## src/rtl/capture_ctrl.sv

```systemverilog
// Capture controller: arms a circular sample buffer, waits for a trigger,
// collects post-trigger samples, then streams the buffer oldest-first.
module capture_ctrl #(
    parameter int ADDR_WIDTH = 4,
    parameter int DATA_WIDTH = 8
) (
    input  logic                  clk,
    input  logic                  reset,
    input  logic                  arm,
    input  logic                  abort,
    input  logic                  trigger,
    input  logic [ADDR_WIDTH-1:0] post_len,
    input  logic                  primed,
    input  logic [ADDR_WIDTH-1:0] waddr,
    output logic                  write_enable,
    output logic                  buf_reset,
    output logic [ADDR_WIDTH-1:0] raddr,
    input  logic [DATA_WIDTH-1:0] rd_data,
    output logic                  out_valid,
    input  logic                  out_ready,
    output logic [DATA_WIDTH-1:0] out_data,
    output logic                  out_last,
    output logic [ADDR_WIDTH-1:0] trig_addr,
    output logic                  busy,
    output logic                  done
);

    typedef enum logic [2:0] {
        IDLE,
        CLEAR,
        FILL,
        WAIT_TRIG,
        POST,
        READ
    } state_t;

    localparam logic [ADDR_WIDTH-1:0] ONE  = {{(ADDR_WIDTH-1){1'b0}}, 1'b1};
    localparam logic [ADDR_WIDTH-1:0] LAST = {ADDR_WIDTH{1'b1}};
    localparam logic [ADDR_WIDTH-1:0] ZERO = '0;

    state_t                state;
    logic [ADDR_WIDTH-1:0] pcnt;
    logic [ADDR_WIDTH-1:0] rcnt;

    always_ff @(posedge clk) begin
        if (reset) begin
            state     <= IDLE;
            pcnt      <= ZERO;
            rcnt      <= ZERO;
            raddr     <= ZERO;
            trig_addr <= ZERO;
            done      <= 1'b0;
        end else begin
            done <= 1'b0;
            if (abort && state != IDLE) begin
                state <= IDLE;
            end else begin
                unique case (state)
                    IDLE: begin
                        if (arm && !abort) begin
                            state <= CLEAR;
                            pcnt  <= post_len;
                        end
                    end
                    CLEAR: state <= FILL;
                    FILL: begin
                        if (primed)
                            state <= WAIT_TRIG;
                    end
                    WAIT_TRIG: begin
                        if (trigger) begin
                            state     <= POST;
                            trig_addr <= waddr;
                        end
                    end
                    POST: begin
                        // waddr now points at the oldest sample in the full ring
                        if (pcnt != ZERO) begin
                            pcnt <= pcnt - ONE;
                        end else begin
                            state <= READ;
                            raddr <= waddr;
                            rcnt  <= ZERO;
                        end
                    end
                    READ: begin
                        if (out_ready) begin
                            raddr <= raddr + ONE;
                            rcnt  <= rcnt + ONE;
                            if (rcnt == LAST) begin
                                state <= IDLE;
                                done  <= 1'b1;
                            end
                        end
                    end
                    default: state <= IDLE;
                endcase
            end
        end
    end

    assign write_enable = (state == FILL) || (state == WAIT_TRIG)
                       || (state == POST && pcnt != ZERO);
    assign buf_reset    = (state == CLEAR);
    assign out_valid    = (state == READ);
    assign out_last     = (state == READ) && (rcnt == LAST);
    assign busy         = (state != IDLE);
    assign out_data     = rd_data;

endmodule

```

## config.mk

```make
export PLATFORM = sky130hd
export DESIGN_NAME = capture_ctrl
export DESIGN_NICKNAME = d
export VERILOG_FILES = /design/src/rtl/capture_ctrl.sv
export SDC_FILE = /design/constraint.sdc
export NUM_CORES = 1
export LEC_CHECK = 0
export ABC_CLOCK_PERIOD_IN_PS = 1600
export CAP_MARGIN = 10
export CELL_PAD_IN_SITES_DETAIL_PLACEMENT = 2
export CELL_PAD_IN_SITES_GLOBAL_PLACEMENT = 2
export CORE_ASPECT_RATIO = 0.7
export CORE_MARGIN = 2
export CORE_UTILIZATION = 22
export CTS_CLUSTER_DIAMETER = 150
export DETAILED_ROUTE_END_ITERATION = 16
export PLACE_DENSITY_LB_ADDON = 0.1
export SLEW_MARGIN = 5
export SYNTH_ARGS = -nofsm -noshare
export SYNTH_HDL_FRONTEND = slang
export SYNTH_SLANG_ARGS = --single-unit
```

## constraint.sdc

```tcl
create_clock -name clk -period 1.6 [get_ports clk]
set_input_delay 0.4 -clock clk [delete_from_list [all_inputs] [get_ports clk]]
set_output_delay 0.4 -clock clk [all_outputs]
set_load 0.05 [all_outputs]
```

## After elaboration in Yosys (flattened, before gate mapping)

Cells that the tools add are included.

| word-level totals | value |
|---|---|
| bits in registers | 20 |
| latch bits | 0 |
| memory bits (writable) | 0 |
| bits in read-only memories | 0 |
| input port bits | 23 |
| output and inout bits | 22 |
| logic and storage cells | 60 |
| memories | 0 |

| operators by class | value |
|---|---|
| add/subtract/negate cells | 3 |
| multipliers | 0 |
| divide/modulo/power cells | 0 |
| magnitude comparators | 0 |
| equality and inequality tests | 13 |
| shifts and indexed selects | 0 |
| multiplexer cells | 17 |
| bitwise operators | 3 |
| reductions and logical operators | 18 |

Operator list:

| kind | count |
|---|---|
| two-way mux 4 bit | 6 |
| one-hot mux 4 bit (2 select lines) | 3 |
| two-way mux 3 bit | 6 |
| one-hot mux 3 bit (6 select lines) | 1 |
| != test 2 bit (second input constant) | 5 |
| adder 4 x 1 -> 4 bit (second input constant) | 2 |
| AND reduction 4 bit | 2 |
| equality test 3 x 2 -> 1 bit (second input constant) | 2 |
| equality test 3 bit (second input constant) | 2 |
| AND reduction 6 bit | 1 |
| equality test 4 bit (second input constant) | 1 |
| logical AND 1 bit | 4 |
| != test 2 x 1 -> 1 bit (second input constant) | 2 |
| nonzero test 2 bit | 2 |
| nonzero test 4 bit | 1 |
| OR reduction 4 bit | 1 |
| subtractor 4 x 1 -> 4 bit (second input constant) | 1 |
| equality test 3 x 1 -> 1 bit (second input constant) | 1 |
| logical NOT 3 bit | 1 |
| inverter 1 bit | 3 |
| AND reduction 3 bit | 1 |
| nonzero test 3 bit | 1 |
| logical OR 1 bit | 2 |
| OR reduction 2 bit | 1 |
| other kinds (2) | 2 |

## Logic depth before layout (Yosys ltp)

| logic depth | value |
|---|---|
| depth after elaboration | 4 |
| gate-level depth with buffers | 6 |
| mapped depth without buffers | 6 |

## Worst setup path before layout

OpenSTA, ideal clock, no wires.

| path | value |
|---|---|
| kind | register to output |
| from | register state[0] |
| to | output write_enable |
| arrival time | 2.016 ns |
| data required time | 1.200 ns |
| path slack | -0.816 ns |
| cell stages (with the launch flop) | 4 |
| path buffers | 1 |
| cells stage by stage | dfxtp_1 or3b_1 buf_2 o21ai_0 |

| on the way | value |
|---|---|
| cells in the longest elaborated chain, start to end | 3 |
| elaborated cells between the ends (all ways) | 6 |
| classes of those cells | eq/ne (3); reduce/logical (3) |

RTL lines:

| item | line | source |
|---|---|---|
| start: declaration | 41 | `state_t state;` |
| start signal: assignment | 47 | `state <= IDLE;` |
| start signal: assignment | 56 | `state <= IDLE;` |
| start signal: assignment | 61 | `state <= CLEAR;` |
| equality test 3 x 2 -> 1 bit or equality test 3 bit (tied branches) | 102, 103 |  |
| logical OR 1 bit or logical AND 1 bit (tied branches) | 102, 103 |  |
| logical OR 1 bit (*) | 103 | `\|\| (state == POST && pcnt != ZERO);` |
| end: declaration | 15 | `output logic write_enable,` |

Every way passes the cells marked *; elsewhere a longest branch is shown, timed or not.

## Worst setup path in the final report

| path | value |
|---|---|
| from | register state[1] |
| to | output write_enable |

Same word-level chain as after synthesis.

==> qor.csv <==
metric;value;unit
cts_tree;done;
p_sw;460.2;uW
syn_area_per_cell;8.236;sq um
drc;0;
seq_area_frac_synth;33.30;%
skew;0.003623;ns
arrival;1.38;ns
max_clock_freq;562.3;MHz
nNetsFinal;224;
pwr-share-comb;35.5;%
rows;22;
drive_above_1_share;47.21;%
root_buffer;clkbuf_8;
synth_area;1202;sq um
maxCapViolations;0;
grtUsageTotal;16.14;%
synth_edf_count;0;
overflow;0;
slew_viol_final;0;
hold_viol;0;
hp-start;rcnt[1];
nFillCells;557;
drtAntennaViolNets;0;
drt_iter0_drc;25;
layout_min_cycle_time;1.778;ns
diodes;0;
io_buffer_count;28;
power_density;680.7;nW/um^2
hold_depth;2;
top_layer_used;met4;
synth_nets;172;
floorplan.core_area;5258;sq um
detail_route.wirelength;4669;um
fin_crit_sh;111.2;%
yosysWarnings;0;
areaGrowthSynthToFinish;79.60;%
globalplace.congestion;0.7970;
status;finished, violations left;
ys_types;37;
antenna_found_initial;0;
cp_max_fo;4;
worst_pin_slew;0.3592;ns
ir_drop;416.5;uV
endpoint_kind;primary output;
finalSetupTns;-0.5192;ns
violations;setup timing;
p_leak;0.0008337;uW
htreeDepth;1;
worstPathRequired;1.20;ns
num_vias;1277;
yosys_register_bits;20;
m1WireLength;2150;um
die-area;6082;sq um
total_power;1470;uW
firstDrtPassIters;3;
clock_sinks;20;
holdBufCountCts;0;
dp_hpwl;3307;um
start_kind;flop;
timing.rr.start;state[1];
seqPwrFrac;36.5;%
critPathKind;reg2out;
setup_viol;6;
grt_pass1_wl;7624;um
rsz0062_at_grt;true;
met3WireLength;155;um
grt_max_degree;12;
clock_path_buffers;2;
p_int;1010;uW
dr_wl_met2;2316;um
worst_slack;-0.1785;ns
hp-class;reg2reg;
dieHeight;65.86;um
synth-main-ff-cell;dfxtp_1;
initial_core_util;22.87;%
insertion_delay;0.26;ns
slew_headroom;76.01;%
ios;45;
synthCells;146;
clockPowerShare;28.0;%
vias_per_cell;4.747;
grt_pass1_vias;1508;
reg2reg_depth;6;
p_sw_share;31.31;%
clk_pin_slew;0.09;ns
synthArstFlopShare;0;%
crit_path_start;state[1];
fp.dieW;92.36;um
numCtsBuffers;3;
post_drt_wl_per_cell;17.36;um
worst max-delay path: stages, from the launching register on:
cell and delay, ns:
dfxtp_4 0.36, or3b_4 0.42, o21ai_4 0.18, buf_12 0.15
logic make-up (layout without fill, tap and decap cells):
logic type | after synthesis | after routing | share of synthesized area [%]
flops | 20 | 20 | 33.30
compound gates | 37 | 37 | 19.77
simple gates | 61 | 61 | 29.34
fa+ha+maj | 3 | 3 | 3.122
buf+inv | 18 | 69 | 8.637
mux | 7 | 7 | 5.827
final timing paths:
check | slack, ns | endpoint
worst min-delay path | 0.54 | rcnt[1]
worst max-delay path | -0.18 | write_enable
worst min register to register | 0.54 | rcnt[1]
worst max register to register | -0.04 | pcnt[0]
synthesized netlist by cell type, drive strengths merged (2+ instances only):
| cell | count | area, sq um |
|---|---|---|
| clkbuf | 2 | 7.510 |
| or3b | 2 | 17.52 |
| mux2i | 7 | 70.07 |
| a211oi | 3 | 27.52 |
| nand3 | 5 | 25.02 |
| nand2b | 2 | 12.51 |
| inv | 3 | 11.26 |
| nor2 | 18 | 67.56 |
| nor3b | 4 | 30.03 |
| ha | 3 | 37.54 |
| and2 | 7 | 43.79 |
| nand4b | 2 | 17.52 |
| or3 | 2 | 12.51 |
| a21oi | 10 | 50.05 |
| dfxtp | 20 | 400.4 |
| o21ai | 13 | 65.06 |
| o2bb2ai | 2 | 17.52 |
| nand2 | 6 | 22.52 |
| buf | 13 | 85.08 |
| nor3 | 4 | 20.02 |
| a311oi | 2 | 17.52 |
| nor2b | 5 | 31.28 |
layout make-up:
class | count | area [sq um] | share of cell area (%)
clock buffer | 4 | 55.05 | 2.549
inverter | 3 | 15.01 | 0.6952
multi-input combinational | 108 | 882.1 | 40.85
sequential | 20 | 415.4 | 19.24
tap | 72 | 90.09 | 4.171
timing repair buffer | 62 | 701.9 | 32.50
layout by cell type (no fill, tap or decap), drive strengths merged, types with 2 or more instances in the layout:
cell | Yosys | layout
nor2 | 18 | 18
and2 | 7 | 7
ha | 3 | 3
nand3 | 5 | 5
a311oi | 2 | 2
nand2 | 6 | 6
a211oi | 3 | 3
nor3b | 4 | 4
buf | 13 | 48
a21oi | 10 | 10
nor2b | 5 | 5
or3 | 2 | 2
dfxtp | 20 | 20
clkbuf | 2 | 4
o2bb2ai | 2 | 2
or3b | 2 | 2
nand4b | 2 | 2
o21ai | 13 | 13
mux2i | 7 | 7
inv | 3 | 2
nand2b | 2 | 2
clkdlybuf4s50 | 0 | 13
nor3 | 4 | 4
sequential cells by signal (all words and copies together), names as in the netlist:
name       count
rcnt           4
raddr          4
done           1
pcnt           4
trig_addr      4
state          3
routing by layer:
layer  up-vias  GRT usage, %
li1        614             -
met1       627         20.11
met2        28         28.83
met3         8         3.193
met4         0         3.918
met5         -             0
per-stage QoR:
step | utilization [%] | area, sq um | std cells | worst slack [ns] | hold slack, ns
after global routing | 41.08 | 2160 | 269 | -0.2124 | 0.5571
after detailed placement | 35.05 | 1843 | 255 | -0.4140 | 0.5040
after CTS | 39.10 | 2056 | 266 | -0.1638 | 0.5172
after global placement | 35.05 | 1843 | 255 | -0.3057 | 0.4694
after floorplan | - | 1232 | 146 | -0.04953 | 0.4492
final | 41.08 | 2160 | 269 | -0.1785 | 0.5424
what timing repair did:
| item | 4_1_cts | 5_1_grt |
|---|---|---|
| gates resized for setup | 32 | 20 |
| setup endpoints to repair | 15 | 15 |
| setup buffers | 7 | 3 |
| gates cloned | 0 | 0 |
| pin swaps | 9 | 13 |
power groups by stage:
| stage | Sequential (uW) | Clock (uW) | Combinational (uW) |
|---|---|---|---|
| finish | 537 | 412 | 522 |
| global route | 540 | 454 | 560 |
| detailed placement | 546 | 0 | 396 |
| global placement | 544 | 0 | 383 |
| CTS | 539 | 429 | 488 |
| floorplan | 540 | 0 | 252 |
(Power assumes the default switching activity.)
